[src/rtl/cond_pkg.sv]
// Shared definitions for ARM condition evaluation: condition codes, NZCV bit
// positions and flag_w bit positions.
package cond_pkg;

  localparam int unsigned COND_W  = 4;
  localparam int unsigned FLAG_W  = 4;
  localparam int unsigned FLAGW_W = 2;

  localparam int unsigned N_IDX = 3;
  localparam int unsigned Z_IDX = 2;
  localparam int unsigned C_IDX = 1;
  localparam int unsigned V_IDX = 0;

  localparam int unsigned FLAGW_NZ = 1;
  localparam int unsigned FLAGW_CV = 0;

  typedef enum logic [COND_W-1:0] {
    EQ = 4'b0000,
    NE = 4'b0001,
    CS = 4'b0010,
    CC = 4'b0011,
    MI = 4'b0100,
    PL = 4'b0101,
    VS = 4'b0110,
    VC = 4'b0111,
    HI = 4'b1000,
    LS = 4'b1001,
    GE = 4'b1010,
    LT = 4'b1011,
    GT = 4'b1100,
    LE = 4'b1101,
    AL = 4'b1110,
    NV = 4'b1111
  } cond_e;

endpackage

[src/rtl/cond_check.sv]
// Combinational ARM condition-field evaluator; shared with the multicycle
// controller.
module cond_check
  import cond_pkg::*;
(
  input  logic [COND_W-1:0] cond,
  input  logic [FLAG_W-1:0] flags,
  output logic              cond_ex,
  output logic              undef
);

  logic n, z, c, v;

  assign n = flags[N_IDX];
  assign z = flags[Z_IDX];
  assign c = flags[C_IDX];
  assign v = flags[V_IDX];

  assign undef = (cond_e'(cond) == NV);

  always_comb begin
    cond_ex = 1'b0;
    case (cond_e'(cond))
      EQ: cond_ex = z;
      NE: cond_ex = !z;
      CS: cond_ex = c;
      CC: cond_ex = !c;
      MI: cond_ex = n;
      PL: cond_ex = !n;
      VS: cond_ex = v;
      VC: cond_ex = !v;
      HI: cond_ex = c && !z;
      LS: cond_ex = !c || z;
      GE: cond_ex = (n == v);
      LT: cond_ex = (n != v);
      GT: cond_ex = !z && (n == v);
      LE: cond_ex = z || (n != v);
      AL: cond_ex = 1'b1;
      NV: cond_ex = 1'b0;
    endcase
  end

endmodule

[src/rtl/cond_unit.sv]
// NZCV flag register, condition gating of datapath write enables.
// Optional exec/skip performance counters under COND_PERF_CNT_EN.
module cond_unit
  import cond_pkg::*;
#(
  parameter int unsigned CNT_W = 32
) (
  input  logic               clk,
  input  logic               reset,
  input  logic               en,
  input  logic               instr_valid,
  input  logic [COND_W-1:0]  cond,
  input  logic [FLAG_W-1:0]  alu_flags,
  input  logic [FLAGW_W-1:0] flag_w,
  input  logic               pcs,
  input  logic               reg_w,
  input  logic               mem_w,
  input  logic               no_write,
  output logic [FLAG_W-1:0]  flags,
  output logic               cond_ex,
  output logic               undef,
  output logic               pc_src,
  output logic               reg_write,
  output logic               mem_write,
  output logic [CNT_W-1:0]   exec_cnt,
  output logic [CNT_W-1:0]   skip_cnt
);

  logic gate;

  // Evaluated against the registered flags, so a flag write is seen next cycle.
  cond_check u_cond_check (
    .cond    (cond),
    .flags   (flags),
    .cond_ex (cond_ex),
    .undef   (undef)
  );

  assign gate      = cond_ex && instr_valid && en && !reset;
  assign pc_src    = pcs && gate;
  assign reg_write = reg_w && !no_write && gate;
  assign mem_write = mem_w && gate;

  always_ff @(posedge clk) begin
    if (reset) begin
      flags <= '0;
    end else if (gate) begin
      if (flag_w[FLAGW_NZ]) begin
        flags[N_IDX] <= alu_flags[N_IDX];
        flags[Z_IDX] <= alu_flags[Z_IDX];
      end
      if (flag_w[FLAGW_CV]) begin
        flags[C_IDX] <= alu_flags[C_IDX];
        flags[V_IDX] <= alu_flags[V_IDX];
      end
    end
  end

`ifdef COND_PERF_CNT_EN
  logic [CNT_W-1:0] exec_q;
  logic [CNT_W-1:0] skip_q;

  // Undefined (NV) instructions count as skipped.
  always_ff @(posedge clk) begin
    if (reset) begin
      exec_q <= '0;
      skip_q <= '0;
    end else if (instr_valid && en) begin
      if (cond_ex) begin
        exec_q <= exec_q + CNT_W'(1);
      end else begin
        skip_q <= skip_q + CNT_W'(1);
      end
    end
  end

  assign exec_cnt = exec_q;
  assign skip_cnt = skip_q;
`else
  assign exec_cnt = '0;
  assign skip_cnt = '0;
`endif

endmodule
[config.mk]
export PLATFORM = sky130hd
export DESIGN_NAME = cond_unit
export DESIGN_NICKNAME = d
export VERILOG_FILES = /design/src/rtl/cond_pkg.sv /design/src/rtl/cond_check.sv /design/src/rtl/cond_unit.sv
export SDC_FILE = /design/constraint.sdc
export NUM_CORES = 1
export LEC_CHECK = 0
export ABC_AREA = 1
export ABC_CLOCK_PERIOD_IN_PS = 1600
export CAP_MARGIN = 5
export CORE_ASPECT_RATIO = 0.75
export CORE_MARGIN = 2
export CORE_UTILIZATION = 31
export CTS_CLUSTER_DIAMETER = 200
export DETAILED_ROUTE_END_ITERATION = 10
export HOLD_SLACK_MARGIN = 0.05
export PLACE_DENSITY = 0.79
export SETUP_SLACK_MARGIN = 0.3
export SLEW_MARGIN = 20
export SYNTH_ARGS = -nofsm -noshare
export SYNTH_HDL_FRONTEND = slang
export SYNTH_SLANG_ARGS = --single-unit
[constraint.sdc]
create_clock -name clk -period 1.6 [get_ports clk]
set_input_delay 0.32 -clock clk [delete_from_list [all_inputs] [get_ports clk]]
set_output_delay 0.32 -clock clk [all_outputs]
set_load 0.01 [all_outputs]
Word level (Yosys, flattened, before mapping) --
Index checks and enable logic that the tools add are counted.
Cells by class: eq/ne operators 17, muxes and demuxes 1, reduce and logical (&&, ||, !) cells 20
Operators by type and width (count):
- == test 4 bit, second input constant | 8
- == test 4 x 3 -> 1 bit, second input constant | 4
- one-hot mux 1 bit (16 select lines) | 1
- logical AND 1 bit | 9
- == test 4 x 2 -> 1 bit, second input constant | 2
- zero test 1 bit | 6
- == test 4 x 1 -> 1 bit, second input constant | 1
- zero test 4 bit | 1
- AND reduction 2 bit | 2
- logical OR 1 bit | 2
- == test 1 bit | 1
- != test 1 bit | 1
Word-level totals: bits in registers 4, bits of input ports 18

Logic depth before layout (Yosys ltp) --
Gate-level depths: netlist (run 1).
depth after elaboration 7, mapped depth 12, mapped depth without buffers 12

Hierarchy --
Synthesis (run 1) repeated with hierarchy kept, for this count alone.
Unflattened totals: cells, all modules 163, area, all modules 964.7 µm²
Modules (own cells, without submodules):
- cond_unit | times used 1, cells each 113, area each 749.5 µm², sequential area each 80.1 µm²
- cond_check | times used 1, cells each 50, area each 215.2 µm², sequential area each 0.0 µm²

Least setup slack after synthesis (run 1) --
Ideal clock, no wire load.
path kind flip-flop to output port, start reg flags[0], end out reg_write, arrival time 1.260 ns, required time 1.280 ns, path slack 0.020 ns, cell stages (with the launch flop) 9, path through dfxtp_1 > nand2_1 > nand2_1 > nand2_1 > nand2_1 > nand3_1 > nand4_4 > nand2_2 > nor3b_2
Between the ends: word-level cells in the longest chain between the ends 7
Ends and longest elaborated chain:
- start, declared | line cond_unit.sv:19 | output logic [FLAG_W-1:0] flags,
- start signal, assigned by index | line cond_unit.sv:49 | flags[N_IDX] <= alu_flags[N_IDX];
- start signal, assigned by index | line cond_unit.sv:50 | flags[Z_IDX] <= alu_flags[Z_IDX];
- start signal, assigned by index | line cond_unit.sv:53 | flags[C_IDX] <= alu_flags[C_IDX];
- != test 1 bit or == test 1 bit (tied branches)
- logical OR 1 bit or logical AND 1 bit (tied branches) | line cond_check.sv:37, cond_check.sv:36
- one-hot mux 1 bit (16 select lines) * | line cond_check.sv:23 | case (cond_e'(cond))
- named net cond_ex | line cond_unit.sv:20 | output logic cond_ex,
- logical AND 1 bit * (3 in a row) | line cond_unit.sv:39 | assign gate = cond_ex && instr_valid && en && !reset;
- logical AND 1 bit * | line cond_unit.sv:41 | assign reg_write = reg_w && !no_write && gate;
- end, declared | line cond_unit.sv:23 | output logic reg_write,
Mark *: on every way through the listed nets, which the timed path passes. The rest lies on a longest branch.

Final worst setup path (run 1) --
start reg flags[2], end out reg_write
Between the ends: word-level cells in the longest chain between the ends 7
Ends and longest elaborated chain (line):
- zero test 1 bit | cond_check.sv:25, cond_check.sv:32, cond_check.sv:36
- logical AND 1 bit, on equally long branches | cond_check.sv:36, cond_check.sv:32
- one-hot mux 1 bit (16 select lines) * | cond_check.sv:23
- logical AND 1 bit * (3 in a row) | cond_unit.sv:39
- logical AND 1 bit * | cond_unit.sv:41
Every way passes the cells marked *; elsewhere a longest branch is shown, timed or not.

==> results of run 1 <==
-- metrics by stage --
step	worst slack, ns	cell area (µm²)
2_1_floorplan	0.0877	1250
3_3_place_gp	-0.986	1180
3_5_place_dp	-1.01	1180
4_1_cts	-0.181	1260
5_1_grt	-0.224	1350
6_report	-0.166	1350
-- cells in the mapped netlist (all sizes together) --
master	n	share of area, %
clkinv	1	0.38
nor2	22	10
a21oi	1	0.51
nand4	5	4.7
nand3	8	5.6
o21ai	2	1.0
inv	19	7.2
nor3b	1	1.3
conb	1	0.38
dfxtp	4	8.1
buf	64	49
nand2	29	12
-- routing by layer --
layer	up-vias	routed length (µm)	GRT usage, %	share of wire [%]
met5	-	0	0	0
met3	4	122	2.50	5.9
met4	0	29	5.23	1.4
li1	444	-	-	-
met2	32	1130	16.0	55
met1	384	780	11.5	38
-- layout by cell type (no fill, tap or decap), types with 5 or more instances in the layout --
cell	n
buf_4	18
clkdlybuf4s50_1	13
inv_1	13
nand2_2	8
nor2_2	12
buf_2	5
nand2_1	16
nor2_1	8
nand2_4	5
conb_1	64
-- final timing paths --
kind	endpoint	cells after the start	startpoint
worst min register to register	flags[2]$_SDFFE_PP0P_	5	flags[2]$_SDFFE_PP0P_
worst max register to register	flags[1]$_SDFFE_PP0P_	15	flags[3]$_SDFFE_PP0P_
worst max-delay path	reg_write	10	flags[2]$_SDFFE_PP0P_
worst min-delay path	flags[2]$_SDFFE_PP0P_	5	flags[2]$_SDFFE_PP0P_
-- cell families (layout without fill, tap and decap cells) --
group,count (synthesis),in the layout,share of synthesized area [%]
DFF,4,4,8.13
and+or+nand+nor,65,65,33.5
other,1,64,0.381
AOI/OAI and AO/OA,3,3,1.52
buffers and inverters,84,69,56.4
-- final cells by class --
type                    instances  area (µm²)  area share (%)
inverters                      20        80.1            5.93
multi-input cells             132         702            52.0
clock buffers                   3        41.3            3.06
flip-flops and latches          4        90.1            6.67
well taps                      38        47.5            3.52
repair buffers                 46         389            28.8
-- worst register-to-register path, cell delays in order, from the launching register on --
cell,delay [ns]
dfxtp_4,0.35
inv_4,0.07
nand2_4,0.04
nand2_4,0.09
nand2_4,0.05
nand2_2,0.06
nand2_2,0.06
nor2_4,0.10
nand4_4,0.12
buf_6,0.15
buf_6,0.10
buf_6,0.12
nand3_4,0.05
nand2_1,0.05
inv_1,0.06
nor2_2,0.03
-- timing repair --
item	CTS	global route
resized for setup	55	31
buffers inserted	3	3
pin swaps	10	12
endpoints found under the setup margin	13	12
-- report_power, final --
part / switching, mW / leakage [nW] / internal [mW]
Clock: 0.0534 / 0.0216 / 0.160
Combinational: 0.173 / 0.690 / 0.119
Sequential: 0.00384 / 0.0349 / 0.101
==> flow_summary.toml, run 1 <==
[grt]
grt_max_degree = 8
grt_pass1_vias = 654
grt_first_pass_wirelength_mm = 2.74
grt_use_total_pct = 9.63
antenna_found_initial = 0
overflow = 0

[floorplanning]
rows = 17
fp.dieH_um = 52.8
die_x_um = 69.1
start_util_pct = 33.1
die_area_mm2 = 0.00365
io_pins = 91
fp.coreArea_mm2 = 0.00298

[setup_path]
worstPathCellList = "nor2_1 -> nand2_1 -> nor2_2 -> nand2_2 -> nand2_2 -> nor2_4 -> nand4_4 -> nand2_4 -> nor3b_4 -> buf_2"
crit_top_cell = "nand2_2"
path_buf_inv = 1
start_kind = "register"
crit_type = "register to output pin"
critPathTopFamily = "simple AND/OR/NAND/NOR gates"
max_stage_delay_ns = 0.32
arrival_ns = 1.45
critical_path.max_fanout = 3
crit_path_end_kind = "output pin"
reg2reg_slack_ns = -0.03
cp.required_ns = 1.28
slowest_stage = "dfxtp_2"

[power_and_ir_drop]
finalPower_mw = 0.610
power_density_mw_per_mm2 = 452
leakagePower_nw = 0.747
peakVddDrop_mv = 0.365

[clock_tree]
cts_buffers = 3
clkSinkCount = 4
cts.clk_slew.worst_paths_ns = 0.03
clock_latency_ns = 0.22
htreeDepth = 1
cts_max_path_buffers = 2
clockRootBuffer = "clkbuf_8"
hold_buffers = 0
cts_tree = "done"

[detailed_routing]
wire_per_inst_um = 8.48
postRouteAntennaNets = 0
num_vias = 864
drc = 0
via_per_inst = 3.56
totalWireLength_mm = 2.06
drt_iter0_markers = 6
dr.pass1.iters = 4

[yosys]
syn_inst = 157
syn_avg_cell_area_um2 = 6.27
ys_ff_latch = 4
yosys_warnings = 0
syn_area_um2 = 985
synth_cell_types = 18
seq_area_frac_synth_pct = 8.13

[sta]
finalMaxSlewViolations = 0
final_hold_viol_count = 0
holdWs_ns = 0.672
setup_slack_ns = -0.166
rsz0062_at_grt = "true"
tns_ns = -0.667
layout_min_cycle_time_ns = 1.77
fmax_mhz = 566
fin_crit_sh_pct = 110
setup_viol_count_final = 8
clock_skew_ns = 0.00396

[finish]
instances_no_fill = 243
top_regs = "flags x4"
antenna_cells = 0
top_register = "flags"
area_growth_pct = 37.1
nNetsFinal = 225
final_util_pct = 45.3
drive_above_1_share_pct = 38.0
largest_reg_flops = 4
n_fill_cell = 310

[placement]
dp.cells = 234
gp_congestion = 0.915
numPortBuffers = 26
hpwlAfterDp_mm = 1.59

[min_path]
hold_path.class = "register to register"

[flow_run]
max_cap_violations = 0

[outcome]
violations = "setup timing"
status = "finished with violations"
Note: power is estimated with default switching activity, not from simulation.
==> run 2, diff against run 1 <==
--- a/config.mk
+++ b/config.mk
@@ -6,15 +6,15 @@
 export NUM_CORES = 1
 export LEC_CHECK = 0
 export ABC_AREA = 1
-export ABC_CLOCK_PERIOD_IN_PS = 1600
+export ABC_CLOCK_PERIOD_IN_PS = 2140
 export CAP_MARGIN = 5
 export CORE_ASPECT_RATIO = 0.75
 export CORE_MARGIN = 2
-export CORE_UTILIZATION = 31
+export CORE_UTILIZATION = 33
 export CTS_CLUSTER_DIAMETER = 200
 export DETAILED_ROUTE_END_ITERATION = 10
 export HOLD_SLACK_MARGIN = 0.05
-export PLACE_DENSITY = 0.79
+export PLACE_DENSITY = 0.84
 export SETUP_SLACK_MARGIN = 0.3
 export SLEW_MARGIN = 20
 export SYNTH_ARGS = -nofsm -noshare
==> constraint.sdc (replaced) <==
create_clock -name clk -period 2.14 [get_ports clk]
set_input_delay 0.428 -clock clk [delete_from_list [all_inputs] [get_ports clk]]
set_output_delay 0.428 -clock clk [all_outputs]
set_load 0.01 [all_outputs]
==> flow_summary.toml, run 2 (synthesized netlist as in run 1, its figures left out) <==
[floorplanning]
io_pins = 91
die_x_um = 67.1
fp.dieH_um = 51.3
rows = 17
fp.coreArea_mm2 = 0.00289
start_util_pct = 34.0
die_area_mm2 = 0.00344

[clock_tree]
cts.clk_slew.worst_paths_ns = 0.03
clockRootBuffer = "clkbuf_8"
clock_latency_ns = 0.22
cts_tree = "done"
htreeDepth = 1
cts_buffers = 3
cts_max_path_buffers = 2
hold_buffers = 0
clkSinkCount = 4

[placement]
hpwlAfterDp_mm = 1.48
gp_congestion = 0.886
numPortBuffers = 26
pre_cts_slack_ns = -0.664

[setup_path]
rr_worst_depth = 13
worstPathCellList = "buf_4 -> nor2_4 -> nand2_1 -> nor2_2 -> nand2_2 -> nand2_2 -> nor2_4 -> nand4_4 -> nand2_4 -> nor3b_2 -> buf_2"
cp.required_ns = 1.71
reg2reg_slack_ns = 0.44
start_kind = "input port"
crit_path_end_kind = "output pin"
timing.rr.start = "flags[1]$_SDFFE_PP0P_"
arrival_ns = 1.53
slowest_stage = "buf_4"
critical_path.max_fanout = 5
r2r-end = "flags[2]$_SDFFE_PP0P_"
crit_type = "input port to output pin"
max_stage_delay_ns = 0.15

[finish]
nNetsFinal = 219
final_cell_mix = "conb_1, nand2_1, clkdlybuf4s50_1"
largest_reg_flops = 4
antenna_cells = 0
top_regs = "flags x4"
top_register = "flags"
drive_above_1_share_pct = 33.2
area_growth_pct = 28.7
final_common_cell = "conb_1"

[detailed_routing]
num_vias = 871
drc = 0
via_per_inst = 3.68
dr.pass1.iters = 4
totalWireLength_mm = 2.14
wire_per_inst_um = 9.02
drt_iter0_markers = 25
postRouteAntennaNets = 0

[power_and_ir_drop]
power_density_mw_per_mm2 = 355
peakVddDrop_mv = 0.244
leakagePower_nw = 0.707

[min_path]
min_from = "flags[2]$_SDFFE_PP0P_"
whs_endpoint = "flags[2]$_SDFFE_PP0P_"
min_path_cells = 4
hold_path.class = "register to register"

[sta]
holdWs_ns = 0.590
fmax_mhz = 512
rsz0062_at_grt = "true"
setup_slack_ns = 0.187
layout_min_cycle_time_ns = 1.95
finalMaxSlewViolations = 0
final_hold_viol_count = 0
setup_viol_count_final = 0
clock_skew_ns = 0.00210
fin_crit_sh_pct = 91.3

[grt]
overflow = 0
grtUsageMet1_pct = 13.3
grt_max_degree = 8
grt_first_pass_wirelength_mm = 3.04
busiest_layer = "met2"
antenna_found_initial = 0
grt_use_total_pct = 11.9
grt_pass1_vias = 689
use_met2_pct = 20.8
met3_usage_pct = 3.08

[flow_run]
max_cap_violations = 0

[outcome]
status = "complete, no violations"
## run 2: changes by cell type in the layout (fill, tap and decap cells not counted), moves of 2 or more
cell	previous run	this run
nand2_4	5	3
clkdlybuf4s50_1	13	17
buf_4	18	15
inv_4	2	0
nor2_2	12	10
inv_1	13	15
nand2_1	16	18
clkdlybuf4s15_1	3	0
buf_2	5	3
dfxtp_2	2	4
nand3_4	2	0
dfxtp_4	2	0
## run 2: timing repair
item	4_1_cts	5_1_grt
setup endpoints to repair	9	4
pin swaps	11	4
setup buffers	8	1
resized for setup	58	14
## run 2: cell type report
type / instances / area, µm²
clock buffers: 3 / 41.3
fillers: 301 / 1630
inverters: 20 / 75.1
multi-input cells: 132 / 671
flip-flops and latches: 4 / 85.1
well taps: 38 / 47.5
repair buffers: 40 / 348
## run 2: power by group
part	switching (mW)	total, mW	leakage, nW	internal [mW]
Clock	0.0416	0.162	0.0216	0.120
Combinational	0.127	0.209	0.652	0.0820
Sequential	0.00244	0.0799	0.0343	0.0775
Total	0.171	0.451	0.707	0.280
## run 2: worst max path at each step
stage / from / to / depth (start not counted)
final: cond[1] / reg_write / 11
after global routing: cond[1] / reg_write / 10
after CTS: flags[0]$_SDFFE_PP0P_ / reg_write / 10
after detailed placement: cond[3] / reg_write / 10
after global placement: cond[2] / reg_write / 10
after floorplan: cond[0] / reg_write / 9
## run 2: per-stage QoR
stage	TNS, ns	util (%)	instance area [µm²]	power, mW	cells
after floorplan	0	-	1220	0.270	220
after global placement	-2.39	37.5	1090	0.247	225
after detailed placement	-2.58	37.5	1090	0.249	225
after CTS	0	42.0	1220	0.438	236
after global routing	0	43.8	1270	0.480	237
final	0	43.8	1270	0.451	237
## run 2: worst max-delay path, delay by kind of cell
kind | cells | cell delay (ns)
simple gates | 9 | 0.79
buf+inv | 2 | 0.30
## run 2: layer usage
| metal | share of wire, % | up-vias |
|---|---|---|
| met5 | 0 | - |
| met4 | 2.6 | 0 |
| met3 | 7.1 | 10 |
| met2 | 54 | 49 |
| met1 | 36 | 383 |
| li1 | - | 429 |
